--- src/rtl/alu_pkg.sv ---
// Shared ALU definitions: control codes, legality check and arbiter FSM encoding.
// Imported by every block that drives or arbitrates the shared alu32.
package alu_pkg;

  localparam logic [2:0] ALU_AND = 3'b000;
  localparam logic [2:0] ALU_OR  = 3'b001;
  localparam logic [2:0] ALU_ADD = 3'b010;
  localparam logic [2:0] ALU_XOR = 3'b011;
  localparam logic [2:0] ALU_SHR = 3'b100;
  localparam logic [2:0] ALU_ILL = 3'b101;
  localparam logic [2:0] ALU_SUB = 3'b110;
  localparam logic [2:0] ALU_SLT = 3'b111;

  typedef enum logic [1:0] {
    IDLE = 2'd0,
    EXEC = 2'd1,
    RESP = 2'd2
  } arb_state_e;

  // 101 is the only code alu32 does not implement.
  function automatic logic gin_illegal(input logic [2:0] gin);
    return (gin == ALU_ILL);
  endfunction

endpackage

--- src/rtl/alu_arbiter_if.sv ---
// Bundle of both requester handshakes, the ALU connection and the response bus.
// The slave side is the arbiter; the master side is the requesters plus the ALU.
interface alu_arbiter_if #(
  parameter int WIDTH = 32,
  parameter int SHW   = 5
);

  logic             req0_valid;
  logic             req0_ready;
  logic [WIDTH-1:0] req0_a;
  logic [WIDTH-1:0] req0_b;
  logic [2:0]       req0_gin;
  logic [SHW-1:0]   req0_sham;

  logic             req1_valid;
  logic             req1_ready;
  logic [WIDTH-1:0] req1_a;
  logic [WIDTH-1:0] req1_b;
  logic [2:0]       req1_gin;
  logic [SHW-1:0]   req1_sham;

  logic [WIDTH-1:0] alu_a;
  logic [WIDTH-1:0] alu_b;
  logic [2:0]       alu_gin;
  logic [SHW-1:0]   alu_sham;
  logic [WIDTH-1:0] alu_sum;
  logic             alu_zout;
  logic             alu_nout;

  logic             rsp_valid;
  logic             rsp_id;
  logic [WIDTH-1:0] rsp_sum;
  logic             rsp_zout;
  logic             rsp_nout;
  logic             rsp_err;

  modport master (
    output req0_valid, req0_a, req0_b, req0_gin, req0_sham,
    output req1_valid, req1_a, req1_b, req1_gin, req1_sham,
    output alu_sum, alu_zout, alu_nout,
    input  req0_ready, req1_ready,
    input  alu_a, alu_b, alu_gin, alu_sham,
    input  rsp_valid, rsp_id, rsp_sum, rsp_zout, rsp_nout, rsp_err
  );

  modport slave (
    input  req0_valid, req0_a, req0_b, req0_gin, req0_sham,
    input  req1_valid, req1_a, req1_b, req1_gin, req1_sham,
    input  alu_sum, alu_zout, alu_nout,
    output req0_ready, req1_ready,
    output alu_a, alu_b, alu_gin, alu_sham,
    output rsp_valid, rsp_id, rsp_sum, rsp_zout, rsp_nout, rsp_err
  );

endinterface

--- src/rtl/alu_arbiter_rr_arb2.sv ---
// Two-way round-robin arbiter: combinational one-hot grant plus the last-winner register.
// Requester 0 wins the first tie after reset.
module rr_arb2 (
  input  logic       clk,
  input  logic       reset,
  input  logic [1:0] req,
  output logic [1:0] gnt
);

  logic last_id_r;

  // Grant: a lone requester wins, a tie goes to whoever did not win last.
  always_comb begin
    gnt = 2'b00;
    case (req)
      2'b01:   gnt = 2'b01;
      2'b10:   gnt = 2'b10;
      2'b11:   gnt = last_id_r ? 2'b01 : 2'b10;
      default: gnt = 2'b00;
    endcase
  end

  // Remember the winner of every grant.
  always_ff @(posedge clk or posedge reset) begin
    if (reset) begin
      last_id_r <= 1'b1;
    end else if (gnt != 2'b00) begin
      last_id_r <= gnt[1];
    end else begin
      last_id_r <= last_id_r;
    end
  end

endmodule

--- src/rtl/alu_arbiter.sv ---
// Shares one combinational alu32 between two valid/ready requesters, round robin.
// Operands are registered onto the ALU, the result captured one cycle later and returned tagged.
module alu_arbiter
  import alu_pkg::*;
#(
  parameter int WIDTH = 32,
  parameter int SHW   = 5
) (
  input logic          clk,
  input logic          reset,
  alu_arbiter_if.slave bus
);

  arb_state_e       state_r;
  arb_state_e       state_s;
  logic             accepting_s;
  logic [1:0]       req_s;
  logic [1:0]       gnt_s;

  logic [WIDTH-1:0] sel_a_s;
  logic [WIDTH-1:0] sel_b_s;
  logic [2:0]       sel_gin_s;
  logic [SHW-1:0]   sel_sham_s;

  logic [WIDTH-1:0] alu_a_r;
  logic [WIDTH-1:0] alu_b_r;
  logic [2:0]       alu_gin_r;
  logic [SHW-1:0]   alu_sham_r;
  logic             op_id_r;
  logic             op_err_r;

  logic             rsp_valid_r;
  logic             rsp_id_r;
  logic [WIDTH-1:0] rsp_sum_r;
  logic             rsp_zout_r;
  logic             rsp_nout_r;
  logic             rsp_err_r;

  // Accepting only in IDLE/RESP, and never while reset is held.
  assign accepting_s = !reset && ((state_r == IDLE) || (state_r == RESP));
  assign req_s       = {bus.req1_valid, bus.req0_valid} & {2{accepting_s}};

  rr_arb2 u_arb (
    .clk   (clk),
    .reset (reset),
    .req   (req_s),
    .gnt   (gnt_s)
  );

  // FSM state register.
  always_ff @(posedge clk or posedge reset) begin
    if (reset) begin
      state_r <= IDLE;
    end else begin
      state_r <= state_s;
    end
  end

  // FSM next state: a grant starts an operation, EXEC always hands over to RESP.
  always_comb begin
    state_s = IDLE;
    case (state_r)
      IDLE, RESP: begin
        if (gnt_s != 2'b00) begin
          state_s = EXEC;
        end else begin
          state_s = IDLE;
        end
      end
      EXEC:    state_s = RESP;
      default: state_s = IDLE;
    endcase
  end

  // FSM outputs: ready strobes and the granted requester's fields.
  always_comb begin
    bus.req0_ready = gnt_s[0];
    bus.req1_ready = gnt_s[1];
    if (gnt_s[1]) begin
      sel_a_s    = bus.req1_a;
      sel_b_s    = bus.req1_b;
      sel_gin_s  = bus.req1_gin;
      sel_sham_s = bus.req1_sham;
    end else begin
      sel_a_s    = bus.req0_a;
      sel_b_s    = bus.req0_b;
      sel_gin_s  = bus.req0_gin;
      sel_sham_s = bus.req0_sham;
    end
  end

  // Issue registers: load on accept, otherwise hold so the ALU inputs stay quiet.
  always_ff @(posedge clk or posedge reset) begin
    if (reset) begin
      alu_a_r    <= {WIDTH{1'b0}};
      alu_b_r    <= {WIDTH{1'b0}};
      alu_gin_r  <= 3'b000;
      alu_sham_r <= {SHW{1'b0}};
      op_id_r    <= 1'b0;
      op_err_r   <= 1'b0;
    end else if (gnt_s != 2'b00) begin
      alu_a_r    <= sel_a_s;
      alu_b_r    <= sel_b_s;
      alu_gin_r  <= sel_gin_s;
      alu_sham_r <= sel_sham_s;
      op_id_r    <= gnt_s[1];
      op_err_r   <= gin_illegal(sel_gin_s);
    end else begin
      alu_a_r    <= alu_a_r;
      alu_b_r    <= alu_b_r;
      alu_gin_r  <= alu_gin_r;
      alu_sham_r <= alu_sham_r;
      op_id_r    <= op_id_r;
      op_err_r   <= op_err_r;
    end
  end

  // Response registers: capture at the end of EXEC; an illegal code returns zeros.
  always_ff @(posedge clk or posedge reset) begin
    if (reset) begin
      rsp_valid_r <= 1'b0;
      rsp_id_r    <= 1'b0;
      rsp_sum_r   <= {WIDTH{1'b0}};
      rsp_zout_r  <= 1'b0;
      rsp_nout_r  <= 1'b0;
      rsp_err_r   <= 1'b0;
    end else begin
      rsp_valid_r <= (state_r == EXEC);
      if (state_r == EXEC) begin
        rsp_id_r  <= op_id_r;
        rsp_err_r <= op_err_r;
        if (op_err_r) begin
          rsp_sum_r  <= {WIDTH{1'b0}};
          rsp_zout_r <= 1'b0;
          rsp_nout_r <= 1'b0;
        end else begin
          rsp_sum_r  <= bus.alu_sum;
          rsp_zout_r <= bus.alu_zout;
          rsp_nout_r <= bus.alu_nout;
        end
      end else begin
        rsp_id_r   <= rsp_id_r;
        rsp_err_r  <= rsp_err_r;
        rsp_sum_r  <= rsp_sum_r;
        rsp_zout_r <= rsp_zout_r;
        rsp_nout_r <= rsp_nout_r;
      end
    end
  end

  assign bus.alu_a     = alu_a_r;
  assign bus.alu_b     = alu_b_r;
  assign bus.alu_gin   = alu_gin_r;
  assign bus.alu_sham  = alu_sham_r;
  assign bus.rsp_valid = rsp_valid_r;
  assign bus.rsp_id    = rsp_id_r;
  assign bus.rsp_sum   = rsp_sum_r;
  assign bus.rsp_zout  = rsp_zout_r;
  assign bus.rsp_nout  = rsp_nout_r;
  assign bus.rsp_err   = rsp_err_r;

endmodule

--- src/flat_wrapper.sv ---
// flat-port wrapper written by rule: the top's interface ports become plain ports
module alu_arbiter_flat import alu_pkg::*;
#(
  parameter int WIDTH = 32,
  parameter int SHW   = 5
)
  (clk, reset, bus_req0_valid, bus_req0_a, bus_req0_b, bus_req0_gin, bus_req0_sham, bus_req1_valid, bus_req1_a, bus_req1_b, bus_req1_gin, bus_req1_sham, bus_alu_sum, bus_alu_zout, bus_alu_nout, bus_req0_ready, bus_req1_ready, bus_alu_a, bus_alu_b, bus_alu_gin, bus_alu_sham, bus_rsp_valid, bus_rsp_id, bus_rsp_sum, bus_rsp_zout, bus_rsp_nout, bus_rsp_err);
  alu_arbiter_if #(.WIDTH(WIDTH), .SHW(SHW)) bus_i ();
  input logic clk;
  input logic reset;
  input wire logic [$bits(bus_i.req0_valid)-1:0] bus_req0_valid;
  input wire logic [$bits(bus_i.req0_a)-1:0] bus_req0_a;
  input wire logic [$bits(bus_i.req0_b)-1:0] bus_req0_b;
  input wire logic [$bits(bus_i.req0_gin)-1:0] bus_req0_gin;
  input wire logic [$bits(bus_i.req0_sham)-1:0] bus_req0_sham;
  input wire logic [$bits(bus_i.req1_valid)-1:0] bus_req1_valid;
  input wire logic [$bits(bus_i.req1_a)-1:0] bus_req1_a;
  input wire logic [$bits(bus_i.req1_b)-1:0] bus_req1_b;
  input wire logic [$bits(bus_i.req1_gin)-1:0] bus_req1_gin;
  input wire logic [$bits(bus_i.req1_sham)-1:0] bus_req1_sham;
  input wire logic [$bits(bus_i.alu_sum)-1:0] bus_alu_sum;
  input wire logic [$bits(bus_i.alu_zout)-1:0] bus_alu_zout;
  input wire logic [$bits(bus_i.alu_nout)-1:0] bus_alu_nout;
  output wire logic [$bits(bus_i.req0_ready)-1:0] bus_req0_ready;
  output wire logic [$bits(bus_i.req1_ready)-1:0] bus_req1_ready;
  output wire logic [$bits(bus_i.alu_a)-1:0] bus_alu_a;
  output wire logic [$bits(bus_i.alu_b)-1:0] bus_alu_b;
  output wire logic [$bits(bus_i.alu_gin)-1:0] bus_alu_gin;
  output wire logic [$bits(bus_i.alu_sham)-1:0] bus_alu_sham;
  output wire logic [$bits(bus_i.rsp_valid)-1:0] bus_rsp_valid;
  output wire logic [$bits(bus_i.rsp_id)-1:0] bus_rsp_id;
  output wire logic [$bits(bus_i.rsp_sum)-1:0] bus_rsp_sum;
  output wire logic [$bits(bus_i.rsp_zout)-1:0] bus_rsp_zout;
  output wire logic [$bits(bus_i.rsp_nout)-1:0] bus_rsp_nout;
  output wire logic [$bits(bus_i.rsp_err)-1:0] bus_rsp_err;
  assign bus_i.req0_valid = bus_req0_valid;
  assign bus_i.req0_a = bus_req0_a;
  assign bus_i.req0_b = bus_req0_b;
  assign bus_i.req0_gin = bus_req0_gin;
  assign bus_i.req0_sham = bus_req0_sham;
  assign bus_i.req1_valid = bus_req1_valid;
  assign bus_i.req1_a = bus_req1_a;
  assign bus_i.req1_b = bus_req1_b;
  assign bus_i.req1_gin = bus_req1_gin;
  assign bus_i.req1_sham = bus_req1_sham;
  assign bus_i.alu_sum = bus_alu_sum;
  assign bus_i.alu_zout = bus_alu_zout;
  assign bus_i.alu_nout = bus_alu_nout;
  assign bus_req0_ready = bus_i.req0_ready;
  assign bus_req1_ready = bus_i.req1_ready;
  assign bus_alu_a = bus_i.alu_a;
  assign bus_alu_b = bus_i.alu_b;
  assign bus_alu_gin = bus_i.alu_gin;
  assign bus_alu_sham = bus_i.alu_sham;
  assign bus_rsp_valid = bus_i.rsp_valid;
  assign bus_rsp_id = bus_i.rsp_id;
  assign bus_rsp_sum = bus_i.rsp_sum;
  assign bus_rsp_zout = bus_i.rsp_zout;
  assign bus_rsp_nout = bus_i.rsp_nout;
  assign bus_rsp_err = bus_i.rsp_err;
  alu_arbiter #(.WIDTH(WIDTH), .SHW(SHW)) u_core (.clk(clk), .reset(reset), .bus(bus_i));
endmodule
--- config.mk ---
export PLATFORM = sky130hd
export DESIGN_NAME = alu_arbiter_flat
export DESIGN_NICKNAME = d
export VERILOG_FILES = /design/src/rtl/alu_pkg.sv /design/src/rtl/alu_arbiter_if.sv /design/src/rtl/alu_arbiter_rr_arb2.sv /design/src/rtl/alu_arbiter.sv /design/src/flat_wrapper.sv
export SDC_FILE = /design/constraint.sdc
export NUM_CORES = 1
export LEC_CHECK = 0
export BUFFER_PORTS_ARGS = -buffer_cell sky130_fd_sc_hd__buf_2
export CAP_MARGIN = 25
export CORE_MARGIN = 5
export CORE_UTILIZATION = 28
export DETAILED_ROUTE_END_ITERATION = 10
export SLEW_MARGIN = 10
export SYNTH_ARGS = -nofsm -noshare
export SYNTH_HDL_FRONTEND = slang
export SYNTH_SLANG_ARGS = --single-unit
export TNS_END_PERCENT = 5
--- constraint.sdc ---
create_clock -name clk -period 3.79 [get_ports clk]
set_clock_uncertainty 0.1 [all_clocks]
set_input_delay 0.1895 -clock clk [delete_from_list [all_inputs] [get_ports clk]]
set_output_delay 0.1895 -clock clk [all_outputs]
set_load 0.005 [all_outputs]
==> flow_summary.yaml <==
yosys:
  ys_types: 25
  synth_top_area_frac: 0.499
  synth_top_cell_by_area: "dfrtp_1"
  synthesis.area_um2: 5620
  ys_seq_area_frac: 0.504
  synthCells: 590
  synth_seq_cells: 113
  ys_warn_count: 0
  synth_nets: 772
  syn_area_per_cell_um2: 9.52
  yosys-top-cells-area: "dfrtp_1, o2111ai_1, o211ai_1, o21ai_1, inv_1"
cts:
  root_buffer: "clkbuf_16"
  clockBufferDepth: 2
  clock-sinks: 113
  cts_buffers: 17
  clk_latency_ps: 410
  h-tree-depth: 4
  ctsResizeCount: 0
  tritoncts: "yes"
  cts_setup_buffers: 0
  cts.clk_slew.worst_paths_ps: 60
critical_path:
  crit_path_start: "reset"
  cp.arrival_ps: 3090
  r2r_setup_slack_ps: 1020
  setup.worst_path.end: "u_core.bus.alu_a[18]"
  crit_type: "in2reg"
  cp_max_fo: 40
  path_cells: "dlygate4sd3_1 -> buf_2 -> nor2_4 -> buf_4 -> buf_4 -> o2111ai_1 -> o211ai_1 -> dlygate4sd3_1"
  reg2reg_from: "u_core.state_r[0]"
  regToRegEndpoint: "u_core.bus.alu_a[18]"
  critPathRequiredTime_ps: 4040
  end_kind: "flop"
  slowest_delay_ps: 590
  slowest_stage: "dlygate4sd3_1"
  r2r_cells: 6
  start_kind: "primary input"
timing:
  rsz0062_at_grt: "no"
  setup_violations: 0
  hold_viol_final: 0
  setup_tns_ps: 0
  slew_headroom: 0.357
  drv_slew: 0
  fin_crit_sh: 0.751
  fmax_mhz: 351
  worstMarginPinSlew_ps: 965
  setup_ws_ps: 943
  period_needed_ps: 2850
power:
  powerDensity_nw_per_um2: 474
  p_leak_nw: 4.67
  peakVddDrop_mv: 0.311
global_route:
  overflow: 0
  grt_pass1_wl_um: 36900
  grt_use_total: 0.204
  grt_max_degree: 75
  antenna_found_initial: 5
  grt_pass1_vias: 7125
route:
  drc_errors: 0
  routed_wl_um: 23300
  wire_per_inst_um: 17.9
  ant_nets: 0
  routed_via_density: 4.91
  vias: 6403
  drtIter0Drc: 217
  dr.pass1.iters: 4
floorplan:
  initial_core_util: 0.287
  fp-row-count: 51
  die_height_um: 152
  die_w_um: 152
  dieArea_um2: 23000
  core_area_um2: 19600
  ios: 293
placed_design:
  placed_cell_area_um2: 7210
  place_congestion: 0.780
  dp_hpwl_um: 14600
  preCtsSetupSlack_ps: 1580
  io_buffers: 292
finish:
  final_cell_area_um2: 9570
  fin_nets: 1204
  drive_gt1_frac: 0.337
  area_growth_pct: 70.4
flow_run:
  drv_cap: 0
hold_path:
  hold_class: "in2reg"
  whs_path_depth: 3
status:
  status: "finished clean"
-- logic make-up (layout without fill, tap and decap cells) --
kind of cell	count (synthesis)	in the layout	share of synthesized area
other cells	0	3	0
mux	2	2	0.00401
flops	113	113	0.504
buf+inv	141	586	0.110
compound gates	256	256	0.310
simple gates	78	78	0.0722
-- synth_stat cells (all sizes together) --
cell     count
clkbuf      23
nand2b      35
o2111ai     72
a21o         2
nand4        1
o21ai      109
o211ai      72
inv         77
nand3b       1
buf         41
nand3        1
dfrtp      112
nand2       35
nor2         3
or2          1
mux2         2
o311ai       1
and3b        1
dfstp        1
-- worst min-delay path by stage --
stage                          from               endpoint
floorplan              bus_alu_nout    u_core.bus.rsp_nout
finish              bus_req0_gin[2]  u_core.bus.alu_gin[2]
CTS                 bus_req0_gin[2]  u_core.bus.alu_gin[2]
global route        bus_req0_gin[1]  u_core.bus.alu_gin[1]
detailed placement   bus_alu_sum[2]  u_core.bus.rsp_sum[2]
global placement     bus_alu_sum[2]  u_core.bus.rsp_sum[2]
-- worst max-delay path, delay by kind of cell --
family                 cells  cell delay, ps
AO/OA/AOI/OAI              2             360
buffers and inverters      5            2120
AND/OR/NAND/NOR            1             400
-- placed cells by master (no fill, tap or decap), drive strengths merged, types with 3 or more instances in the layout --
cell type	n
o211ai	72
o21ai	109
clkinvlp	3
clkbuf	19
dfrtp	112
nand2b	35
o2111ai	72
dlygate4sd3	170
nand2	35
diode	3
nor2	3
buf	307
inv	79
clkinv	4
bufinv	4
-- layer usage --
layer | global-route usage | share of wire
met1 | 0.240 | 0.41
met2 | 0.355 | 0.48
met3 | 0.0607 | 0.096
met4 | 0.0705 | 0.016
met5 | 0 | 0.0015
-- area by class of cell --
type | count | area (µm²)
tap | 265 | 332
antenna | 3 | 7.51
timing repair buffer | 477 | 3300
fill | 1806 | 10000
clock inverter | 13 | 184
multi-input combinational | 336 | 2190
clock buffer | 19 | 443
inverter | 77 | 292
sequential | 113 | 2830
-- power breakdown --
group	total (W)	switching [W]	internal [W]	leakage [nW]
clock network	0.00174	0.000616	0.00112	0.300
logic	0.00121	0.000558	0.000649	2.97
registers	0.00160	0.000142	0.00145	1.40
total	0.00454	0.00132	0.00322	4.67
-- metrics by stage --
| step | cells | hold WS, ps | util | power (W) |
|---|---|---|---|---|
| 3_3_place_gp | 1097 | 349 | 0.368 | 0.00253 |
| 6_report | 1303 | 16.1 | 0.489 | 0.00454 |
| 4_1_cts | 1299 | 1.22 | 0.487 | 0.00457 |
| 3_5_place_dp | 1097 | 354 | 0.368 | 0.00254 |
| 2_1_floorplan | 590 | 238 | - | 0.00205 |
| 5_1_grt | 1302 | 7.73 | 0.488 | 0.00479 |
-- sequential cells by signal, summed over array words and instances, names as in the netlist --
name and cells:
u_core.op_id_r 1, u_core.bus.alu_b 32, u_core.bus.rsp_zout 1, u_core.bus.rsp_nout 1, u_core.op_err_r 1, u_core.state_r 1, u_core.bus.rsp_id 1, u_core.bus.alu_sham 5
u_core.bus.rsp_sum 32, u_core.u_arb.last_id_r 1, u_core.bus.rsp_valid 1, u_core.bus.alu_gin 3, u_core.bus.rsp_err 1, u_core.bus.alu_a 32
-- what timing repair did --
| action | 4_1_cts | 5_1_grt |
|---|---|---|
| hold buffers | 170 | 0 |
| setup endpoints to repair | 0 | 0 |
| endpoints found under the hold margin | 166 | 0 |
Power figures use the tool's default switching activity.
